==> config.mk <==
export PLATFORM = sky130hd
export DESIGN_NAME = data_cache_ctrl
export DESIGN_NICKNAME = d
export VERILOG_FILES = /design/src/rtl/data_cache_ctrl.sv
export SDC_FILE = /design/constraint.sdc
export NUM_CORES = 1
export LEC_CHECK = 0
export CELL_PAD_IN_SITES_DETAIL_PLACEMENT = 1
export CELL_PAD_IN_SITES_GLOBAL_PLACEMENT = 2
export CORE_AREA = 2 2 295 297
export CTS_BUF_LIST = sky130_fd_sc_hd__clkbuf_4 sky130_fd_sc_hd__clkbuf_8 sky130_fd_sc_hd__clkbuf_16
export DETAILED_ROUTE_END_ITERATION = 8
export DIE_AREA = 0 0 297 299
export PLACE_DENSITY_LB_ADDON = 0.1
export SKIP_LAST_GASP = 1
export SLEW_MARGIN = 20
export SYNTH_ARGS = -nofsm -noshare
export SYNTH_HDL_FRONTEND = slang
export SYNTH_SLANG_ARGS = --single-unit
==> constraint.sdc <==
create_clock -name clk -period 15.9 [get_ports clk]
set_input_delay 2.385 -clock clk [delete_from_list [all_inputs] [get_ports clk]]
set_output_delay 2.385 -clock clk [all_outputs]
set_load 0.05 [all_outputs]
==> src/rtl/data_cache_ctrl.sv <==
// Direct-mapped, one-word-per-line, write-through / no-write-allocate data
// cache controller sitting in the MEM stage of a pipeline. Loads that hit
// complete combinationally; misses and all stores go to backing memory
// through a simple req/ready handshake and stall the pipeline via hit=0.
// Optional read statistics counters are compiled in with DCACHE_STATS_EN.
module data_cache_ctrl #(
  parameter int LINES = 16
) (
  input  logic        clk,
  input  logic        rst_n,
  input  logic        MemRead,
  input  logic        MemWrite,
  input  logic [31:0] addr,
  input  logic [31:0] writeData,
  output logic [31:0] readData,
  output logic        hit,
  output logic        mem_req,
  output logic        mem_we,
  output logic [31:0] mem_addr,
  output logic [31:0] mem_wdata,
  input  logic        mem_ready,
  input  logic [31:0] mem_rdata
`ifdef DCACHE_STATS_EN
  ,
  output logic [15:0] rd_hits,
  output logic [15:0] rd_misses
`endif
);

  localparam int DATA_W = 32;
  localparam int IDX    = $clog2(LINES);
  localparam int TAG_W  = 30 - IDX;

  localparam logic [1:0] IDLE    = 2'd0;
  localparam logic [1:0] RD_REQ  = 2'd1;
  localparam logic [1:0] WR_REQ  = 2'd2;
  localparam logic [1:0] WR_DONE = 2'd3;

  logic [1:0]        state;
  logic [1:0]        nextState;
  logic [LINES-1:0]  validBits;
  logic [TAG_W-1:0]  tagMem  [LINES];
  logic [DATA_W-1:0] dataMem [LINES];
  logic [IDX-1:0]    lineIdx;
  logic [TAG_W-1:0]  lineTag;
  logic              lookupHit;
  logic              justFilled;

  assign lineIdx   = addr[2 +: IDX];
  assign lineTag   = addr[31 -: TAG_W];
  assign lookupHit = validBits[lineIdx] && (tagMem[lineIdx] == lineTag);
  assign readData  = dataMem[lineIdx];

  // Next-state and handshake outputs; request fields simply follow the
  // pipeline inputs, which the stalled pipeline holds steady.
  always_comb begin
    nextState = state;
    hit       = 1'b0;
    mem_req   = 1'b0;
    mem_we    = 1'b0;
    mem_addr  = addr & ~32'h3;
    mem_wdata = writeData;
    case (state)
      IDLE: begin
        if (MemWrite)
          nextState = WR_REQ;
        else if (MemRead) begin
          if (lookupHit) hit = 1'b1;
          else           nextState = RD_REQ;
        end else
          hit = 1'b1;
      end
      RD_REQ: begin
        mem_req = 1'b1;
        if (mem_ready) nextState = IDLE;
      end
      WR_REQ: begin
        mem_req = 1'b1;
        mem_we  = 1'b1;
        if (mem_ready) nextState = WR_DONE;
      end
      WR_DONE: begin
        hit       = 1'b1;
        nextState = IDLE;
      end
      default: nextState = IDLE;
    endcase
  end

  // Control state: FSM, valid bits and the post-refill marker.
  always_ff @(posedge clk or negedge rst_n) begin
    if (!rst_n) begin
      state      <= IDLE;
      validBits  <= '0;
      justFilled <= 1'b0;
    end else begin
      state      <= nextState;
      justFilled <= (state == RD_REQ) && mem_ready;
      if ((state == RD_REQ) && mem_ready)
        validBits[lineIdx] <= 1'b1;
    end
  end

  // Line storage: refill writes tag+data, a store hit updates data only.
  always_ff @(posedge clk) begin
    if ((state == RD_REQ) && mem_ready) begin
      tagMem[lineIdx]  <= lineTag;
      dataMem[lineIdx] <= mem_rdata;
    end else if ((state == WR_REQ) && mem_ready && lookupHit) begin
      dataMem[lineIdx] <= writeData;
    end
  end

`ifdef DCACHE_STATS_EN
  function automatic logic [15:0] satInc(input logic [15:0] v);
    return (v == 16'hFFFF) ? v : v + 16'd1;
  endfunction

  logic loadInIdle;
  assign loadInIdle = (state == IDLE) && MemRead && !MemWrite;

  // Read statistics; the hit that follows a refill is the same load, not a new one.
  always_ff @(posedge clk or negedge rst_n) begin
    if (!rst_n) begin
      rd_hits   <= '0;
      rd_misses <= '0;
    end else begin
      if (loadInIdle && lookupHit && !justFilled) rd_hits   <= satInc(rd_hits);
      if (loadInIdle && !lookupHit)               rd_misses <= satInc(rd_misses);
    end
  end
`endif

endmodule

==> metrics.txt, run 1 <==
Setup CP Type input port to output port; commonest non-fill, non-tap cell in the layout edfxtp_1; #FFs+latches synth 946; Finished Cell Area 44640 um2; Post-CTS Setup Bufs 0; RSZ-0062 raised after global routing false; endpoints failing setup 0; chip width 297 um; commonest cells after routing, fill and taps aside edfxtp_1 (928), mux4_2 (227), clkdlybuf4s50_1 (191); Root Driver clkbuf_16; maximum VDD drop 93.15 uV; Initial Utilization 44.37%; MaxCap Viol Count 0; Mapped Cells 1777; arrival time worst endpoint 8.51 ns; overall power 5645 uW; first-pass GRT wire length 136200 um; Syn. warnings 0; minimum clock period 10.90 ns; share of cells above drive strength 1 27.20%; Util after Layout 51.94%; measured slew at the worst slew-check pin 1.096 ns; top area cells in the synthesized netlist edfxtp_1 (73%), mux4_2 (13%), mux2i_1 (2.7%); CP Launch Type input port; Seq/Total Area, Yosys 74.25%; TritonCTS clock tree done; Hold Buf Count CTS 0; RePlAce Congestion 0.7646; WL final 92480 um; count of different cell masters after synthesis 66; IO Pins 200; largest net degree at the start of global routing 72; Async S/R FF share, synth 1.903%; Post-synth EDFFs 928; Slew headroom 25.08%; Area Growth Syn to Fin 17.04%; GRT overflow 0; Hold Fails Final Rpt 0; antenna-violating nets left 0; fmax 91.74 MHz; via-per-instance ratio 5.651; CTS sink count 946; drt pass-1 iters 5; fin. max-slew vios 0; period utilisation layout 68.55%; vias in the first global route 19870; H-tree level count 3; initial antenna violation count 0; Clock Skew 0.01958 ns; top-area cell type share of the netlist area 73.07%; post-synthesis cell area 38140 um2; clock slew at reported path FFs 0.06 ns; IO buf count 195; leakage power 0.01449 uW; Final #Nets 2093; clk buf depth 3; Power Density 126.5 nW/um2; placed cell areas 41260 um2; wire per inst 28.66 um; DR vias 18240; # rows 108; WP data required 13.52 ns; HP Class flip-flop to flip-flop; status finished, final reports clean; GRT Util Overall 21.08%; setup_tns 0 ns; Core ar. 85940 um2; Synth Flop Type edfxtp_1; die area 88800 um2; cts repair resizes 0; Worst Path Max Fanout 71; CP Capture Type output port; CTS Buf Count 100; Mean Syn Cell Area 21.46 um2; Die Span Y 299 um; first-iteration detailed-routing DRC count 1317; DRC 0; Post-DP HPWL 49830 um; clk_lat worst skew 0.65 ns; area leader, netlist edfxtp_1
-- metrics by stage --
stage	hold WS (ns)	setup slack, ns	std cells
global placement	0.4460	4.969	3040
finish	0.4659	5.000	3227
detailed placement	0.4522	4.884	3040
floorplan	0.4337	7.744	1778
global route	0.4835	4.569	3225
CTS	0.4674	4.869	3224
-- per-layer routing --
metal	GRT usage (%)	share of wire [%]	up-vias
met5	0	0	-
met4	6.710	3.1	0
met3	3.148	3.5	145
met2	35.45	50	368
met1	28.54	43	9934
li1	-	-	7788
-- power by group --
| group | internal [uW] | total [uW] | switching [uW] |
|---|---|---|---|
| combinational | 194 | 489 | 295 |
| clock | 1400 | 2350 | 950 |
| sequential | 2790 | 2800 | 17.6 |
| total | 4380 | 5640 | 1260 |
-- state kept, by name, summed over array words and instances, names as in the netlist --
register / flops
state: 2
validBits: 16
tagMem: 416
dataMem: 512
-- worst max-delay path: stages --
cell,delay (ns)
buf_8,0.48
buf_4,0.91
buf_4,0.79
mux2i_1,0.19
a22o_1,0.28
o21ai_0,0.22
o31ai_1,0.15
a2111oi_0,0.99
o2111a_1,0.49
nand4_1,0.26
o31ai_1,0.33
clkdlybuf4s50_1,0.85
-- cell usage after synthesis (3+ instances only) --
cell,n
o31ai_1,3
xor2_1,14
mux2_4,30
nand4_1,7
a22oi_1,15
nor2_1,33
nor4_1,9
buf_2,21
a21oi_1,8
nand3_1,4
a31oi_1,6
mux4_2,227
buf_1,7
clkbuf_1,33
buf_6,14
a221oi_1,9
o21ai_0,10
mux2_2,19
dfrtp_1,18
mux2i_1,101
inv_1,13
edfxtp_1,928
nand2_1,34
buf_4,74
mux4_1,5
nand2b_1,8
nor3_1,14
ha_1,4
or2_2,18
a22o_1,9
o22ai_1,14
xnor2_1,18
and2_1,3
nor2b_1,5
-- final cells by class --
| type | instances | area (um2) |
|---|---|---|
| Clock buffer | 120 | 2695 |
| Timing Repair Buffer | 260 | 2469 |
| Sequential cell | 946 | 28320 |
| Clock inverter | 64 | 641.9 |
| Inverter | 13 | 50.05 |
| Multi-Input combinational cell | 667 | 9014 |
| Antenna cell | 2 | 5.005 |
| Tap cell | 1155 | 1445 |
| Fill cell | 7542 | 41310 |
-- worst paths after layout --
kind                       cells past startpoint              end  slack, ns           from
max                                           12              hit       5.00        addr[3]
min                                            1    validBits[10]       0.47  validBits[10]
max reg2reg                                   10  dataMem[14][31]      10.94  tagMem[7][13]
min reg2reg                                    1    validBits[10]       0.47  validBits[10]
max in group asynchronous                      1    validBits[12]      13.18          rst_n
min in group asynchronous                      1         state[1]       2.21          rst_n
-- logic make-up after synthesis --
group	Yosys count	share of synthesized area [%]
flip-flops	946	74.25
multiplexers	382	18.14
buffers and inverters	165	2.785
AND/OR/NAND/NOR	145	1.942
AO/OA/AOI/OAI	102	2.001
XOR/XNOR	32	0.7349
adder cells (fa/ha/maj)	4	0.1312
other	1	0.009833
Note: power is estimated with default switching activity, not from simulation.
==> run 2: changes to the inputs <==
--- a/config.mk
+++ b/config.mk
@@ -7,10 +7,10 @@
 export LEC_CHECK = 0
 export CELL_PAD_IN_SITES_DETAIL_PLACEMENT = 1
 export CELL_PAD_IN_SITES_GLOBAL_PLACEMENT = 2
-export CORE_AREA = 2 2 295 297
+export CORE_AREA = 2 2 301 303
 export CTS_BUF_LIST = sky130_fd_sc_hd__clkbuf_4 sky130_fd_sc_hd__clkbuf_8 sky130_fd_sc_hd__clkbuf_16
 export DETAILED_ROUTE_END_ITERATION = 8
-export DIE_AREA = 0 0 297 299
+export DIE_AREA = 0 0 303 305
 export PLACE_DENSITY_LB_ADDON = 0.1
 export SKIP_LAST_GASP = 1
 export SLEW_MARGIN = 20
==> constraint.sdc (replaced) <==
create_clock -name clk -period 9.1 [get_ports clk]
set_input_delay 1.365 -clock clk [delete_from_list [all_inputs] [get_ports clk]]
set_output_delay 1.365 -clock clk [all_outputs]
set_load 0.05 [all_outputs]
==> run 2 against run 1 <==
  * First-iteration DRC count shrank 2.4%
  * Worst setup slack lost 3.2 ns
  * Combinational power grew 75%
  * Critical endpoint unchanged
  * The flow now finishes with violations (design-rule violations)
  * Final cell count grew 0.71%
  * Hold slack lost 0.00058 ns
  * Sequential cell count is the same
  * Sequential share of layout area shrank 0.15 points
  * Wire length grew 0.36%
  * Final area grew 0.23%
  * Clock-buffer cell count shrank 1
  * Die area grew 4.1%
  * Core utilization shrank 1.8 points
==> metrics.txt, run 2 (synthesis results as in run 1) <==
status complete, but fails checks; failing checks design-rule violations; die area 92420 um2; share of cells above drive strength 1 27.15%; Slew headroom 25.83%; # rows 110; via-per-instance ratio 5.591; HP Class flip-flop to flip-flop; Root Driver clkbuf_16; hold path start validBits[5]; number of fill cells 7898; antenna-violating nets left 0; crit path cell chain buf_8 > buf_4 > mux2i_1 > xor2_1 > nand4_1 > a221oi_1 > o21a_1 > nand4_1 > o31ai_1 > clkdlybuf4s50_1; # diodes 0; first-iteration detailed-routing DRC count 1286; largest net degree at the start of global routing 77; H-tree level count 3; Clock Skew 0.01715 ns; Crit path top cell by count nand4_1; WHS Endpoint validBits[5]; clock slew at reported path FFs 0.06 ns; Power Density 220.8 nW/um2; arrival time worst endpoint 5.96 ns; multi-input logic area 9012 um2; Post-DP HPWL 51460 um; initial antenna violation count 0; setup ws final 1.772 ns; Core ar. 89320 um2; R2R Path End dataMem[1][6]; Hold Buf Count CTS 0; RePlAce Congestion 0.7582; setup_tns 0 ns; first-pass GRT wire length 136000 um; minimum clock period 7.328 ns; endpoints failing setup 0; WP data required 7.74 ns; DRC 14; DR vias 18170; IO buf count 195; Buf/Inv on CP 3; pre-CTS WS 1.535 ns; Top Registers dataMem: 512 flops, tagMem: 416 flops, validBits: 16 flops; CP Launch Type input port; CTS Buf Count 101; commonest cells after routing, fill and taps aside edfxtp_1 (928), mux4_2 (227), clkdlybuf4s50_1 (191); Finished Cell Area 44740 um2; clk buf depth 3; TritonCTS clock tree done; Crit path max-delay family buffers and inverters; measured slew at the worst slew-check pin 1.113 ns; Worst Path Max Fanout 76; Worst Hold Path Cells 1; GRT Util Overall 20.42%; period utilisation layout 80.53%; hold slack final 0.4654 ns; CP Capture Type output port; RSZ-0062 raised after global routing false; Worst R2R Setup Slack 4.37 ns; Area Growth Syn to Fin 17.32%; leakage power 0.01454 uW; chip width 303 um; Final #Nets 2098; Die Span Y 305 um; placed cell areas 41350 um2; register area 28320 um2; IO Pins 200; largest reg by FF count dataMem; drt pass-1 iters 7; max reg flops 512; GRT overflow 0; wire per inst 28.56 um; clk_lat worst skew 0.66 ns; Hold Fails Final Rpt 0; CP max stage cell buf_4; MaxCap Viol Count 0; Initial Utilization 42.70%; WL final 92820 um; fmax 136.5 MHz; Reg2Reg Depth 11; maximum VDD drop 176.4 uV; fin. max-slew vios 0; Post-CTS Setup Bufs 0; Max stage delay on crit path 0.87 ns; Util after Layout 50.09%; reg2reg start tagMem[7][13]; cts repair resizes 0; Setup CP Type input port to output port; vias in the first global route 19780; CTS sink count 946; commonest non-fill, non-tap cell in the layout edfxtp_1
## run 2: changes by cell type in the layout (fill, tap and decap cells not counted), sizes merged
cell      before  now
clkinvlp       5    1
diode          2    0
buf           69   73
clkinv        42   48
inv           18   17
clkbuf       120  119
## run 2: metal layers
layer	global-route usage, %	vias up	part of all wire [%]	wire, um
li1	-	7798	-	-
met1	27.62	9818	42	39070
met2	35.27	425	52	48090
met3	2.901	129	4.3	3953
met4	4.170	0	1.8	1712
met5	0	-	0	0
## run 2: how the worst max path moves through the flow
stage / slack (ns) / end / depth (start not counted) / from
2_1_floorplan: 1.96 / dataMem[12][0] / 11 / addr[5]
3_3_place_gp: 1.56 / hit / 11 / addr[2]
3_5_place_dp: 1.54 / hit / 10 / addr[2]
4_1_cts: 1.52 / hit / 10 / addr[2]
5_1_grt: 1.41 / hit / 10 / addr[2]
6_report: 1.77 / hit / 10 / addr[2]
## run 2: power by group
part	switching (uW)	internal, uW	total [uW]
registers	30.2	4870	4900
clock network	1670	2450	4120
logic	514	341	855
## run 2: final cells by class
| class | instances | area share (%) |
|---|---|---|
| Timing Repair Buffer | 264 | 5.660 |
| Clock buffer | 119 | 6.032 |
| Multi-Input combinational cell | 667 | 20.14 |
| Sequential cell | 946 | 63.29 |
| Tap cell | 1176 | 3.289 |
| Clock inverter | 65 | 1.471 |
| Inverter | 13 | 0.1119 |
## run 2: metrics by stage
step           total power (uW)  std cells
2_1_floorplan              5540       1778
3_3_place_gp               5833       3065
3_5_place_dp               5854       3065
4_1_cts                    9971       3249
5_1_grt                   10190       3250
6_report                   9877       3250
==> patch: new RTL, flow settings as in run 2 <==
Change the parameter `LINES` from 16 to 8.
--- a/src/rtl/data_cache_ctrl.sv
+++ b/src/rtl/data_cache_ctrl.sv
@@ -4,7 +4,7 @@
 // through a simple req/ready handshake and stall the pipeline via hit=0.
 // Optional read statistics counters are compiled in with DCACHE_STATS_EN.
 module data_cache_ctrl #(
-  parameter int LINES = 16
+  parameter int LINES = 8
 ) (
   input  logic        clk,
   input  logic        rst_n,
Function: changed (Yosys sat finds a counterexample within 4 cycles, from zero or initial values and one cycle with rst_n low).
==> patch against run 2 <==
- the run still ends with design-rule violations left
- core utilization fell by 23 points
- via count down 44%
- critical path depth is the same
- die area unchanged
- sequential cell count shrank 464
- area after synthesis down 50%
- design area shrank 46%
- worst setup slack gained 0.076 ns
- non-clock buffer count shrank 36
- global-route usage shrank 8.1 points
- routed wire length shrank 39%
- power down 47%
- largest cell class unchanged
==> patch: results <==
status:
  status: "finished, violations left"
  violations: "design-rule violations"
finish:
  stdcell_count: 2445
  reg.largest.list: "dataMem x256, tagMem x216, validBits x8"
  nets: 1328
  drive_gt1_frac: 0.181
clock_network:
  cts-resized-gates: 0
  cts_buffers: 56
  cts.htree.levels: 2
  worstSkewPairLatency_ns: 0.64
global_routing:
  grt_pass1_vias: 11400
  antenna_found_initial: 2
  grt_pass1_wl_um: 82100
  grt_start_max_net_pins: 47
  grt_usage: 0.123
synth:
  synth_area_leaders: "edfxtp_1 74%, a22oi_1 4.7%, mux4_2 4.0%"
  yosysUniqueCellTypes: 46
  synth-edff-count: 472
  synth_cells: 1052
  ys_seq_area_frac: 0.753
  synth_async_sr_flop_share: 0.0207
  synth_commonest_cells: "472 x edfxtp_1, 119 x a22oi_1, 68 x mux2i_1"
drt:
  wl_met1_um: 25800
  wl_met2_um: 27500
  drt_drc_violations_left: 20
  vias: 10200
  drt-wirelength-per-cell_um: 23.2
  wl_met3_um: 2440
  drtPass1Iterations: 9
  drt_iter0_markers: 580
setup_path:
  cp.arrival_ns: 5.89
  cp_max_fo: 34
  critPathMaxStageDelay_ns: 0.90
  cp_slowest_cell: "nor2b_2"
place:
  dp.final_hpwl_um: 31800
  dp_cells: 2341
  place_area_um2: 22200
  place_ws_ns: 1.53
  io_buffers: 195
  gp_congestion: 0.672
power_and_ir_drop:
  seq_power_share: 0.480
  p_seq_uw: 2530
  ir_drop_mv: 0.165
  intPower_uw: 3940
  powerClk_uw: 2150
  leakage_uw: 0.00761
timing:
  skew_ns: 0.0656
  slew-limit-headroom: 0.330
  finalSetupViolations: 0
==> patch: area by class of cell <==
type | count | area [um^2]
fill | 9307 | 65400
sequential | 482 | 14400
multi-input combinational | 452 | 4110
timing repair buffer | 228 | 2190
clock buffer | 74 | 1550
tap | 1176 | 1470
clock inverter | 28 | 204
inverter | 3 | 11.3
antenna | 2 | 5.00
==> patch: worst max-delay path: cells and delay by family <==
kind                   cells  cell delay (ns)
AND/OR/NAND/NOR            3             1.86
buffers and inverters      2             1.37
AO/OA/AOI/OAI              5             1.22
==> patch: worst paths after layout <==
| path | startpoint | end | slack (ns) | cells after the start |
|---|---|---|---|---|
| hold reg to reg | validBits[3]$_DFFE_PN0P_ | validBits[3]$_DFFE_PN0P_ | 0.47 | 1 |
| max in group asynchronous | rst_n | validBits[1]$_DFFE_PN0P_ | 7.69 | 1 |
| setup / recovery | addr[3] | hit | 1.85 | 10 |
| hold / removal | validBits[3]$_DFFE_PN0P_ | validBits[3]$_DFFE_PN0P_ | 0.47 | 1 |
| setup reg to reg | tagMem[5][5]$_DFFE_PP_ | dataMem[7][18]$_DFFE_PP_ | 4.47 | 9 |
| min in group asynchronous | rst_n | state[0]$_DFFE_PN0P_ | 1.08 | 1 |
==> patch: cells by family (layout without fill, tap and decap cells) <==
family | Yosys count | after routing | synth area share
fa+ha+maj | 4 | 4 | 0.00261
compound gates | 170 | 170 | 0.0659
flops | 482 | 482 | 0.753
buf+inv | 119 | 333 | 0.0392
xor+xnor | 19 | 19 | 0.00869
other cells | 1 | 4 | 0.000196
simple gates | 119 | 119 | 0.0334
mux | 138 | 138 | 0.0967
==> patch: routing by layer <==
layer  vias up  GRT usage
li1       4551          -
met1      5372      0.165
met2       196      0.203
met3        61     0.0228
met4         0     0.0288
met5         -          0
